`config.mk`:
```
export PLATFORM = sky130hd
export DESIGN_NAME = multicycle_main_fsm
export DESIGN_NICKNAME = d
export VERILOG_FILES = /design/src/rtl/multicycle_main_fsm.sv
export SDC_FILE = /design/constraint.sdc
export NUM_CORES = 1
export LEC_CHECK = 0
export ABC_AREA = 1
export CAP_MARGIN = 40
export CELL_PAD_IN_SITES_DETAIL_PLACEMENT = 2
export CELL_PAD_IN_SITES_GLOBAL_PLACEMENT = 2
export CORE_MARGIN = 2
export CORE_UTILIZATION = 16
export DETAILED_ROUTE_END_ITERATION = 10
export MAX_ROUTING_LAYER = met4
export PLACE_DENSITY_LB_ADDON = 0.1
export SKIP_CTS_REPAIR_TIMING = 1
export SLEW_MARGIN = 20
export SYNTH_ARGS = -nofsm -noshare
export SYNTH_HDL_FRONTEND = slang
export SYNTH_SLANG_ARGS = --single-unit
export TNS_END_PERCENT = 100
```
`constraint.sdc`:
```
create_clock -name clk -period 1.5 [get_ports clk]
set_clock_uncertainty 0.2 [all_clocks]
set_input_delay 0.45 -clock clk [delete_from_list [all_inputs] [get_ports clk]]
set_output_delay 0.45 -clock clk [all_outputs]
set_load 0.005 [all_outputs]
```
`src/rtl/multicycle_main_fsm.sv`:
```
// rtl/multicycle_main_fsm.sv - main control FSM of the multi-cycle RV32I core
module multicycle_main_fsm #(
    parameter int STATE_W = 4
) (
    input  logic               clk,
    input  logic               rst_n,
    input  logic [6:0]         Op,
    input  logic               Zero,
    input  logic               MemReady,
    output logic               PCWrite,
    output logic               AdrSrc,
    output logic               MemWrite,
    output logic               IRWrite,
    output logic               RegWrite,
    output logic [1:0]         ResultSrc,
    output logic [1:0]         ALUSrcA,
    output logic [1:0]         ALUSrcB,
    output logic [1:0]         ALUOp,
    output logic               IllegalInstr,
    output logic [STATE_W-1:0] StateDbg
);

    typedef enum logic [STATE_W-1:0] {
        S_RST      = 0,
        S_FETCH    = 1,
        S_DECODE   = 2,
        S_MEMADR   = 3,
        S_MEMREAD  = 4,
        S_MEMWB    = 5,
        S_MEMWRITE = 6,
        S_EXECUTER = 7,
        S_EXECUTEI = 8,
        S_ALUWB    = 9,
        S_BEQ      = 10,
        S_JAL      = 11,
        S_ILLEGAL  = 12
    } state_e;

    localparam logic [6:0] OP_LOAD  = 7'b0000011;
    localparam logic [6:0] OP_STORE = 7'b0100011;
    localparam logic [6:0] OP_RTYPE = 7'b0110011;
    localparam logic [6:0] OP_ITYPE = 7'b0010011;
    localparam logic [6:0] OP_BEQ   = 7'b1100011;
    localparam logic [6:0] OP_JAL   = 7'b1101111;

    state_e state_q;
    state_e state_d;
    logic   pc_update;
    logic   branch;

    always_comb begin
        state_d = state_q;
        case (state_q)
            S_RST:      state_d = S_FETCH;
            S_FETCH:    state_d = MemReady ? S_DECODE : S_FETCH;
            S_DECODE: begin
                case (Op)
                    OP_LOAD, OP_STORE: state_d = S_MEMADR;
                    OP_RTYPE:          state_d = S_EXECUTER;
                    OP_ITYPE:          state_d = S_EXECUTEI;
                    OP_BEQ:            state_d = S_BEQ;
                    OP_JAL:            state_d = S_JAL;
                    default:           state_d = S_ILLEGAL;
                endcase
            end
            S_MEMADR:   state_d = (Op == OP_LOAD) ? S_MEMREAD : S_MEMWRITE;
            S_MEMREAD:  state_d = MemReady ? S_MEMWB : S_MEMREAD;
            S_MEMWB:    state_d = S_FETCH;
            S_MEMWRITE: state_d = MemReady ? S_FETCH : S_MEMWRITE;
            S_EXECUTER: state_d = S_ALUWB;
            S_EXECUTEI: state_d = S_ALUWB;
            S_ALUWB:    state_d = S_FETCH;
            S_BEQ:      state_d = S_FETCH;
            S_JAL:      state_d = S_ALUWB;
            S_ILLEGAL:  state_d = S_FETCH;
            default:    state_d = S_FETCH;
        endcase
    end

    // Outputs decode straight from state_q so an asynchronous reset drops
    // every strobe (notably a held MemWrite) without waiting for a clock edge.
    always_comb begin
        pc_update    = 1'b0;
        branch       = 1'b0;
        AdrSrc       = 1'b0;
        MemWrite     = 1'b0;
        IRWrite      = 1'b0;
        RegWrite     = 1'b0;
        ResultSrc    = 2'b00;
        ALUSrcA      = 2'b00;
        ALUSrcB      = 2'b00;
        ALUOp        = 2'b00;
        IllegalInstr = 1'b0;
        case (state_q)
            S_FETCH: begin
                ALUSrcB   = 2'b10;
                ResultSrc = 2'b10;
                IRWrite   = MemReady;
                pc_update = MemReady;
            end
            S_DECODE: begin
                ALUSrcA = 2'b01;
                ALUSrcB = 2'b01;
            end
            S_MEMADR: begin
                ALUSrcA = 2'b10;
                ALUSrcB = 2'b01;
            end
            S_MEMREAD:  AdrSrc = 1'b1;
            S_MEMWB: begin
                ResultSrc = 2'b01;
                RegWrite  = 1'b1;
            end
            S_MEMWRITE: begin
                AdrSrc   = 1'b1;
                MemWrite = 1'b1;
            end
            S_EXECUTER: begin
                ALUSrcA = 2'b10;
                ALUOp   = 2'b10;
            end
            S_EXECUTEI: begin
                ALUSrcA = 2'b10;
                ALUSrcB = 2'b01;
                ALUOp   = 2'b10;
            end
            S_ALUWB:    RegWrite = 1'b1;
            S_BEQ: begin
                ALUSrcA = 2'b10;
                ALUOp   = 2'b01;
                branch  = 1'b1;
            end
            S_JAL: begin
                ALUSrcA   = 2'b01;
                ALUSrcB   = 2'b10;
                pc_update = 1'b1;
            end
            S_ILLEGAL:  IllegalInstr = 1'b1;
            default: ;
        endcase
    end

    assign PCWrite  = pc_update | (branch & Zero);
    assign StateDbg = state_q;

    always_ff @(posedge clk or negedge rst_n) begin
        if (!rst_n) begin
            state_q <= S_RST;
        end else begin
            state_q <= state_d;
        end
    end

endmodule
```
# --- After elaboration in Yosys (flattened, before gate mapping) ---
# Index checks and enable logic that the tools add are counted.
word_totals:
  ff_bits: 4
  in_bits: 11
  output_inout_bits: 18
  word_cells: 47
classes:
  eq_ne: 18
  mux: 17
  bitwise: 2
  n_reduce_logical: 9
op_table:
  columns: ["op", "n"]
  rows:
  - ["4-bit case mux with 6 select lines", 1]
  - ["4-bit == test (second input constant)", 5]
  - ["4-bit case mux with 5 select lines", 1]
  - ["4-bit by 3-bit == test with 1-bit output (second input constant)", 4]
  - ["2-bit case mux with 2 select lines", 4]
  - ["7-bit by 6-bit == test with 1-bit output (second input constant)", 2]
  - ["7-bit == test (second input constant)", 2]
  - ["2-bit OR reduction", 6]
  - ["4-bit by 2-bit == test with 1-bit output (second input constant)", 2]
  - ["7-bit by 2-bit == test with 1-bit output (second input constant)", 1]
  - ["7-bit by 5-bit == test with 1-bit output (second input constant)", 1]
  - ["1-bit two-way mux", 7]
  - ["3-bit OR reduction", 2]
  - ["4-bit by 1-bit == test with 1-bit output (second input constant)", 1]
  - ["2-bit two-way mux", 2]
  - ["4-bit OR reduction", 1]
  - ["3-bit two-way mux", 1]
  - ["1-bit case mux with 2 select lines", 1]
  - ["1-bit bitwise AND", 1]
  - ["1-bit bitwise OR", 1]

# --- Depth between registers and ports, before layout ---
depth:
  ltp_word: 4
  depth_mapped: 8
  mapped_depth_nobuf: 8

# --- Least setup slack after synthesis ---
# OpenSTA, ideal clock, no wires.
synth_path:
  path_kind: "flip-flop to output port"
  from: "register state_q[2], in the netlist StateDbg[2]"
  to: "output port PCWrite"
  t_arrival_ps: 900
  required_time_ps: 850
  path_slack_ps: -50
  stages_incl_launch_ff: 6
  n_path_buf: 0
  path_cell_list: "dfrtp_1 -> inv_2 -> nand2_1 -> nor2_1 -> nand2_1 -> nand3_1"
synth_via:
  elab_chain_cells: 4
  word_cells_on_any_way: 7
  classes_between: "eq/ne: 3; mux: 2; bitwise: 2"
synth_lines:
  columns: ["element", "line_no", "text"]
  rows:
  - ["from (decl)", "46", "state_e state_q;"]
  - ["from (signal assigned)", "150", "state_q <= state_d;"]
  - ["4-bit == test", "94", "case (state_q)"]
  - ["1-bit two-way mux", "94", null]
  - ["1-bit bitwise AND", "143", "assign PCWrite = pc_update | (branch & Zero);"]
  - ["1-bit bitwise OR *", "143", null]
  - ["to (decl)", "10", "output logic PCWrite,"]
# Every way passes the cells marked *; elsewhere a longest branch is shown, timed or not.

# --- Worst setup path in the final report ---
layout_path:
  from: "register state_q[1], in the netlist StateDbg[1]"
  to: "output port ALUOp[1]"
layout_via:
  elab_chain_cells: 3
  word_cells_on_any_way: 5
  classes_between: "eq/ne: 3; mux: 1; reduce/logical: 1"
layout_lines:
  columns: ["element", "line_no", "text"]
  rows:
  - ["4-bit == test / 4-bit by 3-bit == test with 1-bit output (equally long branches)", "94", null]
  - ["2-bit OR reduction (no line)", null, null]
  - ["2-bit case mux with 2 select lines *", "94", null]
  - ["to (decl)", "18", "output logic [1:0] ALUOp,"]
# Marked as above.

==> parameters.txt <==
Parameter                              Value

Run status
  Outcome ... finished, violations left
  Violated checks ... setup timing

Die
  Core outline area ... 3003 um2
  Area of the die ... approximately 3600 um2
  Initial Utilization ... about 17%
  Number of top-level design ports ... 29
  Horizontal extent of the die ... between 50 and 60 um
  Vertical die dimension ... 59.79 um
  Row count ... 20

Timing
  Worst slew margin ... about 84%
  Final worst path period share ... 137.9%
  Hold Fails Final Rpt ... 0
  Unrepaired setup endpoints after global routing ... true
  Achievable frequency ... 0.4833 GHz
  Max Slew Vio Count ... 0
  Worst hold slack ... around 0.22 ns
  Transition time at the pin with the least slew margin ... between 0.2 and 0.25 ns
  Post-route setup slack ... -0.5690 ns
  Final-report setup violation count ... 21
  Post-route minimum period ... 2.069 ns

Logic synthesis
  Synth Area per Inst ... roughly 5.5 um2
  Post-synthesis instance area ... roughly 500 um2
  Sequential area share after synthesis ... between 20% and 30%
  Number of warnings issued by yosys ... 0
  Netlist cell types ... 18
  Synthesized instance count ... 90
  Mapped Nets ... about 100
  Synth Register Bits ... 4

Worst setup path
  Type of element capturing the critical path ... primary output
  WP buf/inv ... 3
  Cell at the slowest stage of the critical path ... sky130_fd_sc_hd__dfrtp_2
  Delay of the slowest cell on the worst path ... between 0.4 and 0.5 ns
  Cell family with the largest share of critical-path delay ... flip-flops
  CP Data Required Time ... 0.85 ns
  Crit path cell chain ... buf_4 > nor2_4 > nand3_1 > nand2_2 > buf_4 > dlymetal6s2s_1
  Maximum fanout encountered on the critical timing path ... 5
  Most common cell on crit path ... sky130_fd_sc_hd__buf_4
  Critical path launch point type ... flop
  CP Class ... flop to primary output
  Data arrival time at the worst-slack endpoint ... about 1.4 ns

Placed design
  HPWL after DPL ... roughly 1800 um
  Final GP Congestion ... 0.7006
  Placement Setup Slack ... -0.7380 ns
  Port-buffer cells ... 28

Power
  Max VDD drop ... 0.5109 mV
  Pwr per Cell Area ... approximately 1600 nW/um2
  Leakage power total ... a little under 0.9 nW

Clocking
  CTS root buffer ... sky130_fd_sc_hd__clkbuf_4
  Clock edge transition at the registers on the reported setup and hold paths ... ~0.04 ns
  Clock latency at the later pin of the worst-skew pair ... approximately 0.24 ns
  Total CTS buffers ... 3
  Clock tree from TritonCTS ... yes
  Number of clock sinks ... 4
  H-tree levels ... 1
  Number of buffers on the longest clock path ... 2

Cells and area
  Commonest non-fill, non-tap cells in the layout ... 29 x sky130_fd_sc_hd__buf_4, 17 x sky130_fd_sc_hd__nand2_1, 16 x sky130_fd_sc_hd__buf_6
  Layout filler cell count ... around 350
  Share of cells above drive strength 1 ... 63.41%
  Most common cell after layout, fill and taps aside ... sky130_fd_sc_hd__buf_4
  Number of flip-flops under the largest register name ... 4
  Layout overhead on the synthesized area ... 174.1%
  Count of nets after finishing ... between 150 and 200
  Number of diodes added for antenna fixing ... 0

Drt
  Routed WL per cell ... approximately 15 um
  Drt initial violations ... 8
  Number of vias per cell after detailed routing ... between 4 and 5
  Detailed-route DRC error count ... 0
  Final routed wirelength across all metal layers ... around 3000 um
  Number of detailed-routing iterations run before antenna repair ... 4
  Post-route antenna net violation count ... 0
  Count of vias placed by the detailed router ... 866

Worst hold path
  Worst min-delay path class ... input pin to async pin

Global routing
  Antenna violations before repair ... 0
  Largest net degree at the start of global routing ... 7
  Global routing usage summed across all routing layers ... 13.33%
  Overflow left after global routing ... 0
  Wire length of the first global-routing pass ... around 3400 um
  Via count of the first global-routing pass ... a little under 800

Flow run
  Total of max-cap violations ... 0
==> routing by layer <==
layer  GRT usage (%)  part of all wire, %
met5               -                    0
met4           3.810                 0.63
met3           2.597                  2.7
met2           23.76                   54
met1           14.95                   42
==> cells in the mapped netlist <==
master                     number  area (um2)
sky130_fd_sc_hd__nand2_1       26       97.59
sky130_fd_sc_hd__inv_1         16       60.06
sky130_fd_sc_hd__nor2_1         9       33.78
sky130_fd_sc_hd__nand3_1        8       40.04
sky130_fd_sc_hd__o21ai_0        5       25.02
sky130_fd_sc_hd__dfrtp_1        4       100.1
sky130_fd_sc_hd__inv_2          4       15.01
sky130_fd_sc_hd__a21oi_1        3       15.01
sky130_fd_sc_hd__nand2_2        3       18.77
sky130_fd_sc_hd__nor2_2         3       18.77
sky130_fd_sc_hd__nor3_1         2       10.01
sky130_fd_sc_hd__a21boi_2       1       11.26
sky130_fd_sc_hd__nand2_4        1       11.26
sky130_fd_sc_hd__nand3b_1       1       7.510
sky130_fd_sc_hd__nand4_1        1       6.260
sky130_fd_sc_hd__nor2_4         1       11.26
sky130_fd_sc_hd__o211ai_1       1       7.510
sky130_fd_sc_hd__o21ai_2        1       8.760
==> power breakdown <==
group | switching [mW] | leakage (nW) | internal [mW] | total (mW)
Sequential | 0.0783 | 0.0465 | 0.157 | 0.235
Combinational | 0.800 | 0.816 | 0.971 | 1.77
Clock | 0.0479 | 0.0138 | 0.0897 | 0.138
==> through the flow <==
stage                     utilization [%]  total power, mW  instance area (um2)  cells  setup TNS (ns)
after global routing                45.46            2.295                 1365    197          -8.650
after floorplan                         -           0.6278                508.0     90        -0.04880
final                               45.46            2.144                 1365    197          -7.351
after CTS                           33.38            1.502                 1002    174          -13.32
after detailed placement            32.63            1.355                979.7    171          -9.912
after global placement              32.63            1.335                979.7    171          -9.607
==> layout make-up <==
cell class / instances / area (um2) / area share, %
inverter: 20 / 85.08 / 6.233
tap: 33 / 41.29 / 3.025
multi-input combinational: 66 / 471.7 / 34.56
clock buffer: 3 / 22.52 / 1.650
timing repair buffer: 71 / 640.6 / 46.93
sequential: 4 / 103.9 / 7.608
==> cells by family (layout without fill, tap and decap cells) <==
kind of cell	after synthesis	count (layout)	share of synthesized area, %
AOI/OAI and AO/OA	11	11	13.57
buffers and inverters	20	94	15.07
DFF	4	4	20.10
and+or+nand+nor	55	55	51.26
==> worst paths after layout <==
| check | startpoint | to | slack [ns] | depth (start not counted) |
|---|---|---|---|---|
| max in group asynchronous | rst_n | StateDbg[1] | 0.70 | 1 |
| max | StateDbg[1] | ALUOp[1] | -0.57 | 6 |
| min | rst_n | StateDbg[2] | 0.22 | 1 |
| max reg2reg | StateDbg[3] | StateDbg[1] | -0.15 | 11 |
| min reg2reg | StateDbg[2] | StateDbg[1] | 0.69 | 6 |
| min in group clk | Op[5] | StateDbg[2] | 0.57 | 7 |
No activity file was read; power rests on OpenSTA's default activity.
